[src/rtl/huffman_stream_packer.sv]
// Avalon-MM Huffman encoder: symbol -> LUT codeword, packed MSB-first into OUT_W-bit words.
// Two-stage pipeline (sample, LUT read) then accumulator append; flush stalls the bus until drained.
module huffman_stream_packer #(
  parameter int SYM_W   = 6,
  parameter int MAX_LEN = 8,
  parameter int LEN_W   = 4,
  parameter int OUT_W   = 32
) (
  input  logic             clock,
  input  logic             resetn,
  input  logic             chipselect,
  input  logic [1:0]       address,
  input  logic             write,
  input  logic             read,
  input  logic [31:0]      writedata,
  output logic [31:0]      readdata,
  output logic             waitrequest,
  output logic [OUT_W-1:0] encoded_out,
  output logic             enable_out
);

  localparam int DEPTH  = 2 ** SYM_W;
  localparam int FILL_W = $clog2(OUT_W);
  localparam int W2     = OUT_W + MAX_LEN;
  localparam int SH_W   = $clog2(W2 + 1);
  localparam int LUT_FW = SYM_W + MAX_LEN + LEN_W;

  logic [MAX_LEN-1:0] lut_code [DEPTH];
  logic [LEN_W-1:0]   lut_len  [DEPTH];

  logic               flush_pending;
  logic               wr_acc, rd_acc;
  logic               s0_valid, s1_valid;
  logic [SYM_W-1:0]   s0_sym;
  logic [MAX_LEN-1:0] s1_code;
  logic [LEN_W-1:0]   s1_len;
  logic [LEN_W-1:0]   raw_len, clamp_len;
  logic [OUT_W-1:0]   acc;
  logic [FILL_W-1:0]  fill;
  logic [15:0]        word_count;
  logic [MAX_LEN-1:0] code_m;
  logic [SH_W-1:0]    total, sh;
  logic [W2-1:0]      merged;
  logic [31:0]        status;
  logic               unused_wdata;

  assign waitrequest  = flush_pending;
  assign wr_acc       = chipselect & write & ~waitrequest;
  assign rd_acc       = chipselect & read & ~waitrequest;
  assign unused_wdata = ^writedata[31:LUT_FW];

  // LUT is deliberately outside reset so software tables survive a block reset.
  always_ff @(posedge clock) begin
    if (wr_acc && address == 2'd0) begin
      lut_code[writedata[SYM_W-1:0]] <= writedata[SYM_W +: MAX_LEN];
      lut_len[writedata[SYM_W-1:0]]  <= writedata[SYM_W+MAX_LEN +: LEN_W];
    end
  end

  assign raw_len   = lut_len[s0_sym];
  assign clamp_len = (raw_len > LEN_W'(MAX_LEN)) ? LEN_W'(MAX_LEN) : raw_len;

  always_ff @(posedge clock) begin
    if (!resetn) begin
      s0_valid <= 1'b0;
      s1_valid <= 1'b0;
    end else begin
      s0_valid <= wr_acc && (address == 2'd1);
      s0_sym   <= writedata[SYM_W-1:0];
      s1_valid <= s0_valid;
      s1_code  <= lut_code[s0_sym];
      s1_len   <= clamp_len;
    end
  end

  // Code is placed just below the fill bits of an OUT_W+MAX_LEN window; overflow lands in the low MAX_LEN bits.
  always_comb begin
    code_m = s1_code & ~({MAX_LEN{1'b1}} << s1_len);
    total  = SH_W'(fill) + SH_W'(s1_len);
    sh     = SH_W'(W2) - total;
    merged = {acc, {MAX_LEN{1'b0}}} | (W2'(code_m) << sh);
    status = {word_count, 8'(fill), 6'b0, flush_pending, s1_valid};
  end

  always_ff @(posedge clock) begin
    if (!resetn) begin
      acc           <= '0;
      fill          <= '0;
      encoded_out   <= '0;
      enable_out    <= 1'b0;
      flush_pending <= 1'b0;
      word_count    <= '0;
      readdata      <= '0;
    end else begin
      enable_out <= 1'b0;
      if (s1_valid) begin
        if (total >= SH_W'(OUT_W)) begin
          encoded_out <= merged[W2-1 -: OUT_W];
          enable_out  <= 1'b1;
          acc         <= OUT_W'(merged[MAX_LEN-1:0]) << (OUT_W - MAX_LEN);
          fill        <= FILL_W'(total - SH_W'(OUT_W));
          word_count  <= word_count + 16'd1;
        end else begin
          acc  <= merged[W2-1 -: OUT_W];
          fill <= FILL_W'(total);
        end
      end else if (flush_pending) begin
        // Bits below fill are always zero, so acc is already the padded word.
        if (fill != '0) begin
          encoded_out <= acc;
          enable_out  <= 1'b1;
          word_count  <= word_count + 16'd1;
        end
        acc           <= '0;
        fill          <= '0;
        flush_pending <= 1'b0;
      end
      if (wr_acc && address == 2'd2 && writedata[0]) flush_pending <= 1'b1;
      if (rd_acc) readdata <= (address == 2'd3) ? status : 32'd0;
    end
  end

endmodule

[config.mk]
export PLATFORM = sky130hd
export DESIGN_NAME = huffman_stream_packer
export DESIGN_NICKNAME = d
export VERILOG_FILES = /design/src/rtl/huffman_stream_packer.sv
export SDC_FILE = /design/constraint.sdc
export NUM_CORES = 1
export LEC_CHECK = 0
export CAP_MARGIN = 25
export CELL_PAD_IN_SITES_DETAIL_PLACEMENT = 1
export CELL_PAD_IN_SITES_GLOBAL_PLACEMENT = 1
export CORE_MARGIN = 4
export CORE_UTILIZATION = 56
export CTS_BUF_LIST = sky130_fd_sc_hd__clkbuf_8
export DETAILED_ROUTE_END_ITERATION = 7
export HOLD_SLACK_MARGIN = 0.05
export PLACE_DENSITY_LB_ADDON = 0.1
export RECOVER_POWER = 50
export SYNTH_ARGS = -nofsm -noshare
export SYNTH_HDL_FRONTEND = slang
export SYNTH_SLANG_ARGS = --single-unit
[constraint.sdc]
create_clock -name clock -period 4.1 [get_ports clock]
set_input_delay 0.82 -clock clock [delete_from_list [all_inputs] [get_ports clock]]
set_output_delay 0.82 -clock clock [all_outputs]
set_load 0.02 [all_outputs]
==> metrics.log, run 1 <==
INFO  metric timing.max_slew.rel_slack = -87.0%
INFO  metric clock_tree.buffer_depth = 3
INFO  metric fin_skew = 34.7 ps
INFO  metric die_width = about 260 µm
INFO  metric post_route_cells_drive_above_1_share = about 25%
INFO  metric antenna_violating_nets_post_route = 0
INFO  metric ys_warn_count = 0
INFO  metric critPathMaxStageDelay = 790 ps
INFO  metric achievable-frequency = ~270 MHz
INFO  metric timing.critical_path.required = ~4600 ps
INFO  metric report.final.slew_viol_count = between 700 and 800
INFO  metric hpwl = roughly 56 mm
INFO  metric synth_top_flop_cell = sky130_fd_sc_hd__edfxtp_1
INFO  metric grt_pass1_vias = between 20,000 and 25,000
INFO  metric detail_route.drc_violations = 0
INFO  metric register_area = between 20,000 and 30,000 µm²
INFO  metric global_route.usage.met2 = 44.8%
INFO  metric main_area_contributors_after_synthesis = sky130_fd_sc_hd__edfxtp_1 66%, sky130_fd_sc_hd__mux4_2 15%, sky130_fd_sc_hd__dfxtp_1 6.6%
INFO  metric postCtsSetupBuffers = 0
INFO  metric floorplan.initialDensity = between 50 and 60%
INFO  metric vdd.ir_drop.worst = 0.385 mV
INFO  metric timing.critical_path.max_delay_family = compound AO/OA/AOI/OAI gates
INFO  metric hold_fix_buffers_cts = 0
INFO  metric cp-end-kind = flip-flop
INFO  metric async_flop_share = 0%
INFO  metric syn_area = 35,900 µm²
INFO  metric multi_input_comb_area = 9360 µm²
INFO  metric synth.yosys.seq_area_share = between 70% and 80%
INFO  metric min_path_type = reg -> reg
INFO  metric placement.io_buffers = 81
INFO  metric dr.first_iter.drc_count = approximately 1,800
INFO  metric worstPathCellList = ha_1 > fa_1 > xnor2_2 > nand2_1 > a31oi_1 > nor2_1 > o31ai_1 > o22ai_1
INFO  metric vias = just under 20,000
INFO  metric fp.coreArea = roughly 63,000 µm²
INFO  metric period_minus_slack = approximately 3700 ps
INFO  metric rsz_0062_raised_after_global_routing = false
INFO  metric total_switching_power = approximately 4.6 mW
INFO  metric io_pins = approximately 110
INFO  metric numClockSinks = around 900
INFO  metric cts_resized = 0
INFO  metric setup_crit_start_kind = flip-flop
INFO  metric synth_top_area_share = 65.7%
INFO  metric detail_route.wl_per_cell = roughly 28 µm
INFO  metric layout.filler_cells = approximately 5,500
INFO  metric p_comb_share = 9.9%
INFO  metric grt.busiest_layer = met2
INFO  metric violations = max-capacitance violations, max-slew violations
INFO  metric fp.dieArea = about 68,000 µm²
INFO  metric antenna_violations_before_repair = 6
INFO  metric gpl.final_weighted_congestion = 0.812
INFO  metric cts_tree = built
INFO  metric seq_power_share = 53.4%
INFO  metric worst_skew_pair.late_latency = 790 ps
INFO  metric timing.final.hold_violations = 0
INFO  metric finalNetCount = around 2,200
INFO  metric share_of_total_power_in_the_clock_network = a little under two fifths
INFO  metric clock-root-buffer = sky130_fd_sc_hd__clkbuf_8
INFO  metric fp-row-count = 92
INFO  metric cp_num_buf_inv = 0
INFO  metric postSynthRegisterBits = 904
INFO  metric worst_ep_arrival_time = roughly 4300 ps
INFO  metric swShare = between 20 and 25%
INFO  metric mostFrequentLayoutCell = sky130_fd_sc_hd__edfxtp_1
INFO  metric timing_worst_setup_path_type = reg -> reg
INFO  metric post_synth_inst_count = between 1,500 and 2,000
INFO  metric area_delta_synth_final = 13.7%
INFO  metric floorplan.die.height = between 200 and 300 µm
INFO  metric cap_violations = 18
INFO  metric firstDrtPassIters = 5
INFO  metric postLayoutCoreUtil = approximately 64%
INFO  metric cts-buffers-inserted = 146
INFO  metric viasPerCell = about 6.2
INFO  metric routed_wirelength = ~88 mm
INFO  metric leakagePower = between 10 and 15 nW
INFO  metric grt.met3_usage = under 10%
INFO  metric layout_worst_path_cycle_share = 91.0%
INFO  metric largest_net_degree_at_the_start_of_global_routing = 65
INFO  metric grt.overflow.total = 0
INFO  metric track_usage = a little over a quarter
INFO  metric power_report.internal_total = between 10 and 15 mW
INFO  metric timing_worst_slew_pin_value = between 2000 and 3000 ps
INFO  metric most-common-layout-cells = 786 x sky130_fd_sc_hd__edfxtp_1, 247 x sky130_fd_sc_hd__mux4_2, 156 x sky130_fd_sc_hd__clkbuf_8
INFO  metric synth-edff-count = 786
INFO  metric cts_htree_levels = 4
INFO  metric crit_path_max_fanout = 9
INFO  metric grt.met1_usage = between 30% and 40%
INFO  metric clk_transition_reported_paths = around 70 ps
INFO  metric setup_viol = 0
INFO  metric critical-path-slowest-cell = sky130_fd_sc_hd__a31oi_1
INFO  metric powerDensity = between 400 and 500 nW/µm²
INFO  metric avgSynthCellArea = roughly 19 µm²
INFO  metric yosys.area.top_type = sky130_fd_sc_hd__edfxtp_1
INFO  metric tns = 0 ps
INFO  metric grt_first_pass_wirelength = 131 mm
INFO  metric run_status = finished with violations
INFO  metric count_of_cell_types_in_the_netlist = 75
-- logic make-up (layout without fill, tap and decap cells) --
logic type               count (synthesis)  after routing  synth area share, %
AO/OA/AOI/OAI                          223            223                 3.97
XOR/XNOR                                21             21                0.575
adder cells (fa/ha/maj)                  7              7                0.265
buffers and inverters                  137            481                 1.72
flip-flops                             904            904                 72.3
multiplexers                           279            279                 16.4
other                                    1             11               0.0104
AND/OR/NAND/NOR                        362            362                 4.70
-- cell usage after synthesis, types with 6 or more instances --
library cell and number:
sky130_fd_sc_hd__inv_1 11, sky130_fd_sc_hd__buf_1 16, sky130_fd_sc_hd__buf_4 10, sky130_fd_sc_hd__nand3_1 49, sky130_fd_sc_hd__nor2_1 123, sky130_fd_sc_hd__nor2b_1 10
sky130_fd_sc_hd__and3_1 8, sky130_fd_sc_hd__edfxtp_1 786, sky130_fd_sc_hd__a31oi_1 10, sky130_fd_sc_hd__dfxtp_1 118, sky130_fd_sc_hd__o211ai_1 7, sky130_fd_sc_hd__mux2_2 13
sky130_fd_sc_hd__and2_1 8, sky130_fd_sc_hd__nand2_1 91, sky130_fd_sc_hd__buf_2 29, sky130_fd_sc_hd__mux4_2 247, sky130_fd_sc_hd__o22ai_1 13, sky130_fd_sc_hd__nand4_1 6
sky130_fd_sc_hd__a21oi_1 73, sky130_fd_sc_hd__nor4_1 6, sky130_fd_sc_hd__clkbuf_1 67, sky130_fd_sc_hd__o221ai_1 6, sky130_fd_sc_hd__xor2_1 10, sky130_fd_sc_hd__nor3_1 23
sky130_fd_sc_hd__o21ai_0 51, sky130_fd_sc_hd__ha_1 6, sky130_fd_sc_hd__o31ai_1 7, sky130_fd_sc_hd__mux2i_1 19, sky130_fd_sc_hd__xnor2_1 8, sky130_fd_sc_hd__nor3b_1 6
-- through the flow --
| step | hold slack, ps | power, mW | instance area [µm²] | std cells | setup WS [ps] |
|---|---|---|---|---|---|
| 3_5_place_dp | 428 | 12.2 | 38300 | 2871 | 480 |
| 3_3_place_gp | 417 | 12.1 | 38200 | 2868 | 599 |
| 2_1_floorplan | 412 | 11.5 | 35900 | 1942 | 968 |
| 6_report | 436 | 19.0 | 40800 | 3134 | 368 |
| 5_1_grt | 422 | 19.7 | 40800 | 3134 | 163 |
| 4_1_cts | 443 | 19.1 | 40900 | 3125 | 453 |
-- routing by layer --
layer / part of all wire (%) / routed length [µm] / up-vias
li1: - / - / 8333
met1: 39 / 33900 / 10200
met2: 52 / 45700 / 759
met3: 7.2 / 6340 / 147
met4: 2.3 / 2030 / 4
met5: 0.061 / 54 / -
-- power by group through the flow --
stage	clock [mW]	combinational, mW	sequential, mW
3_3_place_gp	0	1.82	10.3
2_1_floorplan	0	1.20	10.3
6_report	6.96	1.87	10.1
5_1_grt	7.60	1.99	10.1
4_1_cts	7.13	1.88	10.1
3_5_place_dp	0	1.87	10.3
-- path summary, 6_finish.rpt --
| kind | from | slack [ps] | cells after the start | end |
|---|---|---|---|---|
| worst min register to register | s0_valid$_SDFF_PN0_ | 440 | 1 | s1_valid$_SDFF_PN0_ |
| worst min-delay path | s0_valid$_SDFF_PN0_ | 440 | 1 | s1_valid$_SDFF_PN0_ |
| worst max-delay path | s1_len[0]$_SDFFCE_PN0P_ | 370 | 8 | acc[29]$_SDFFE_PN0P_ |
| worst max register to register | s1_len[0]$_SDFFCE_PN0P_ | 370 | 8 | acc[29]$_SDFFE_PN0P_ |
-- state kept, by name, summed over array words and instances, names as in the netlist, named ones only --
register,cells
acc,32
s1_len,4
s0_valid,1
readdata,23
waitrequest,1
s0_sym,6
word_count,16
s1_valid,1
lut_code,512
encoded_out,32
fill,5
lut_len,256
enable_out,1
s1_code,8
-- final cells by class --
type,instances,share of cell area [%]
clock buffers,156,5.26
repair buffers,216,4.40
inverters,11,0.101
multi-input cells,901,22.9
clock inverters,98,1.08
flip-flops and latches,904,63.6
well taps,846,2.59
diodes,2,0.0123
Power figures use the tool's default switching activity.
==> inputs of run 2 (changes only) <==
CTS_CLUSTER_SIZE = 10   (was not set)
==> results of run 2 <==
Same layout as run 1: the final DEF is identical, and so are final timing and power.
==> inputs of run 3 (changes only) <==
PLACE_DENSITY_LB_ADDON = 0.2   (was 0.1)
==> metrics.log, run 3 (synthesis gave the netlist of run 1 again) <==
INFO  metric detailedPlace.worstSlack = 449 ps (-30.9 ps)
INFO  metric post_route_cells_drive_above_1_share = 24.9% (about the same)
INFO  metric min_path_type = reg -> reg
INFO  metric powerDensity = 469 nW/µm² (+0.96%)
INFO  metric timing_worst_slew_pin_value = 2740 ps (-62.0 ps)
INFO  metric die_width = 261 µm (unchanged)
INFO  metric detail_route.wl_per_cell = 30.1 µm (+7.4%)
INFO  metric numClockSinks = 904 (unchanged)
INFO  metric timing.rr.end = encoded_out[23]$_SDFFE_PN0P_
INFO  metric report.final.slew_viol_count = 639 (-14%)
INFO  metric cts_tree = built
INFO  metric crit_path_max_fanout = 18 (+9)
INFO  metric layout_worst_path_cycle_share = 90.7% (-0.32 points)
INFO  metric grt_pass1_vias = 20,900 (+1.3%)
INFO  metric r2r_start = s1_len[0]$_SDFFCE_PN0P_
INFO  metric finalNetCount = 2,224 (-0.090%)
INFO  metric hold_fix_buffers_cts = 0 (unchanged)
INFO  metric timing.final.hold_violations = 0 (unchanged)
INFO  metric fp-row-count = 92 (unchanged)
INFO  metric clock_tree.buffer_depth = 3 (unchanged)
INFO  metric critical-path-slowest-cell = sky130_fd_sc_hd__fa_1
INFO  metric largest_register_ffs = 512 (unchanged)
INFO  metric fp.dieArea = 68,200 µm² (unchanged)
INFO  metric grt.overflow.total = 0 (unchanged)
INFO  metric cp_num_buf_inv = 2 (+2)
INFO  metric critPathCapture = encoded_out[23]$_SDFFE_PN0P_
INFO  metric detail_route.drc_violations = 0 (unchanged)
INFO  metric setup.reg_to_reg.worst_slack = 380 ps (about the same)
INFO  metric worst_skew_pair.late_latency = 800 ps (about the same)
INFO  metric track_usage = 28.0% (+1.6 points)
INFO  metric cts_resized = 0 (unchanged)
INFO  metric overall_power = 19.1 mW (+0.99%)
INFO  metric leakagePower = 13.1 nW (about the same)
INFO  metric area_delta_synth_final = 13.7% (about the same)
INFO  metric vias = 20,100 (+3.4%)
INFO  metric final_instance_area = 40,800 µm² (about the same)
INFO  metric fp.coreArea = 63,300 µm² (unchanged)
INFO  metric io_pins = 105 (unchanged)
INFO  metric power_report.internal_total = 14.4 mW (+0.42%)
INFO  metric gpl.final_weighted_congestion = 0.847 (+4.3%)
INFO  metric reg2reg_depth = 10 (+2)
INFO  metric placed_cell_area = 38,200 µm² (-0.17%)
INFO  metric cp_num_cells = 10 (+2)
INFO  metric antenna_violating_nets_post_route = 0 (unchanged)
INFO  metric cts-buffers-inserted = 144 (-1.4%)
INFO  metric timing_worst_setup_path_type = reg -> reg
INFO  metric floorplan.die.height = 261 µm (unchanged)
INFO  metric clk_transition_reported_paths = 60 ps (about the same)
INFO  metric antenna_violations_before_repair = 3 (-3)
INFO  metric layout.filler_cells = 5,437 (-1.1%)
INFO  metric viasPerCell = 6.41 (+3.3%)
INFO  metric largest_net_degree_at_the_start_of_global_routing = 68 (+4.6%)
INFO  metric worstPathCellList = ha_1 > fa_1 > inv_1 > ha_1 > inv_1 > o21ai_0 > mux2i_1 > and2_1 > a21oi_1 > a21oi_1
INFO  metric dr.first_iter.drc_count = 2,439 (+39%)
INFO  metric layout_setup_ws = 381 ps (+13.2 ps)
INFO  metric cap_violations = 16 (-2)
INFO  metric total_switching_power = 4.77 mW (+2.8%)
INFO  metric seq_power_share = 53.0% (-0.4 points)
INFO  metric placement.io_buffers = 81 (unchanged)
INFO  metric most-common-layout-cells = 786 x sky130_fd_sc_hd__edfxtp_1, 247 x sky130_fd_sc_hd__mux4_2, 157 x sky130_fd_sc_hd__clkbuf_8
INFO  metric critPathMaxStageDelay = 590 ps (-200 ps)
INFO  metric fin_skew = 37.9 ps (+3.28 ps)
INFO  metric timing.max_slew.rel_slack = -82.9% (+4.1 points)
INFO  metric mostFrequentLayoutCell = sky130_fd_sc_hd__edfxtp_1
INFO  metric swShare = 24.9% (+0.43 points)
INFO  metric firstDrtPassIters = 7 (+2)
INFO  metric tns = 0 ps (unchanged)
INFO  metric worst_ep_arrival_time = 4360 ps (+100 ps)
INFO  metric timing.critical_path.max_delay_family = adder cells
INFO  metric clock-root-buffer = sky130_fd_sc_hd__clkbuf_8
INFO  metric floorplan.initialDensity = 56.7% (unchanged)
INFO  metric run_status = finished with violations
INFO  metric period_minus_slack = 3720 ps (-13.2 ps)
INFO  metric postLayoutCoreUtil = 64.5% (about the same)
INFO  metric achievable-frequency = 269 MHz (+0.35%)
INFO  metric setup_crit_start_kind = flip-flop
INFO  metric routed_wirelength = 94.5 mm (+7.5%)
INFO  metric grt_first_pass_wirelength = 139 mm (+5.7%)
INFO  metric vdd.ir_drop.worst = 0.312 mV (-19%)
INFO  metric hpwl = 57.3 mm (+2.2%)
INFO  metric p_comb_share = 9.8% (about the same)
INFO  metric timing.critical_path.required = 4740 ps (+110 ps)
INFO  metric worst_setup_path_start = s1_len[0]$_SDFFCE_PN0P_
INFO  metric cp-end-kind = flip-flop
INFO  metric setup_viol = 0 (unchanged)
INFO  metric cts_htree_levels = 4 (unchanged)
INFO  metric violations = max-capacitance violations, max-slew violations
INFO  metric share_of_total_power_in_the_clock_network = 37.3% (+0.6 points)
INFO  metric rsz_0062_raised_after_global_routing = false
INFO  metric postCtsSetupBuffers = 0 (unchanged)
run 3: changes by cell type in the layout (fill, tap and decap cells not counted), sizes merged:
| cell | before | now |
|---|---|---|
| buf | 110 | 115 |
| clkinv | 41 | 43 |
| clkdlybuf4s50 | 62 | 61 |
| clkbuf | 194 | 190 |
| bufinv | 0 | 1 |
| dlygate4sd3 | 6 | 7 |
| inv | 64 | 63 |
run 3: worst min-delay path by stage:
stage,from,to,slack [ps],cells after the start
floorplan,s0_valid$_SDFF_PN0_,s1_valid$_SDFF_PN0_,410,1
global placement,s0_valid$_SDFF_PN0_,s1_valid$_SDFF_PN0_,420,1
detailed placement,acc[6]$_SDFFE_PN0P_,acc[6]$_SDFFE_PN0P_,440,2
CTS,writedata[14],lut_len[39][0]$_DFFE_PP_,350,1
global route,s0_valid$_SDFF_PN0_,s1_valid$_SDFF_PN0_,470,1
finish,readdata[18]$_SDFFE_PN0P_,readdata[18]$_SDFFE_PN0P_,450,2
run 3: metal layers:
layer / track usage, % / routed length [µm] / vias up
li1: - / - / 8338
met1: 37.6 / 35600 / 10500
met2: 46.1 / 48000 / 1067
met3: 5.97 / 7810 / 192
met4: 10.6 / 3210 / 2
met5: 0 / 12 / -
run 3: metrics by stage:
step	std cells	hold WS, ps
final	3137	453
after global placement	2868	416
after detailed placement	2870	444
after CTS	3127	354
after global routing	3136	468
after floorplan	1942	412
run 3: worst reg2reg max path, cell delays in order, from the launching register on:
cell and delay, ps:
sky130_fd_sc_hd__edfxtp_1 500, sky130_fd_sc_hd__ha_1 310, sky130_fd_sc_hd__fa_1 590, sky130_fd_sc_hd__inv_1 70, sky130_fd_sc_hd__ha_1 590, sky130_fd_sc_hd__inv_1 170, sky130_fd_sc_hd__o21ai_0 510, sky130_fd_sc_hd__mux2i_1 290
sky130_fd_sc_hd__and2_1 270, sky130_fd_sc_hd__a21oi_1 190, sky130_fd_sc_hd__a21oi_1 100
run 3: power groups by stage:
stage	registers, mW	clock network, mW	logic, mW
after floorplan	10.3	0	1.20
after global placement	10.3	0	1.77
after detailed placement	10.3	0	1.82
after CTS	10.1	7.26	1.85
after global routing	10.1	7.76	1.99
final	10.1	7.13	1.87
run 3: final cells by class:
| cell class | instances | area, µm² | area share [%] |
|---|---|---|---|
| multi-input cells | 901 | 9360 | 22.9 |
| repair buffers | 216 | 1780 | 4.35 |
| diodes | 2 | 5.00 | 0.0123 |
| flip-flops and latches | 904 | 26000 | 63.6 |
| well taps | 846 | 1060 | 2.59 |
| inverters | 11 | 41.3 | 0.101 |
| clock inverters | 100 | 463 | 1.13 |
| clock buffers | 157 | 2160 | 5.29 |
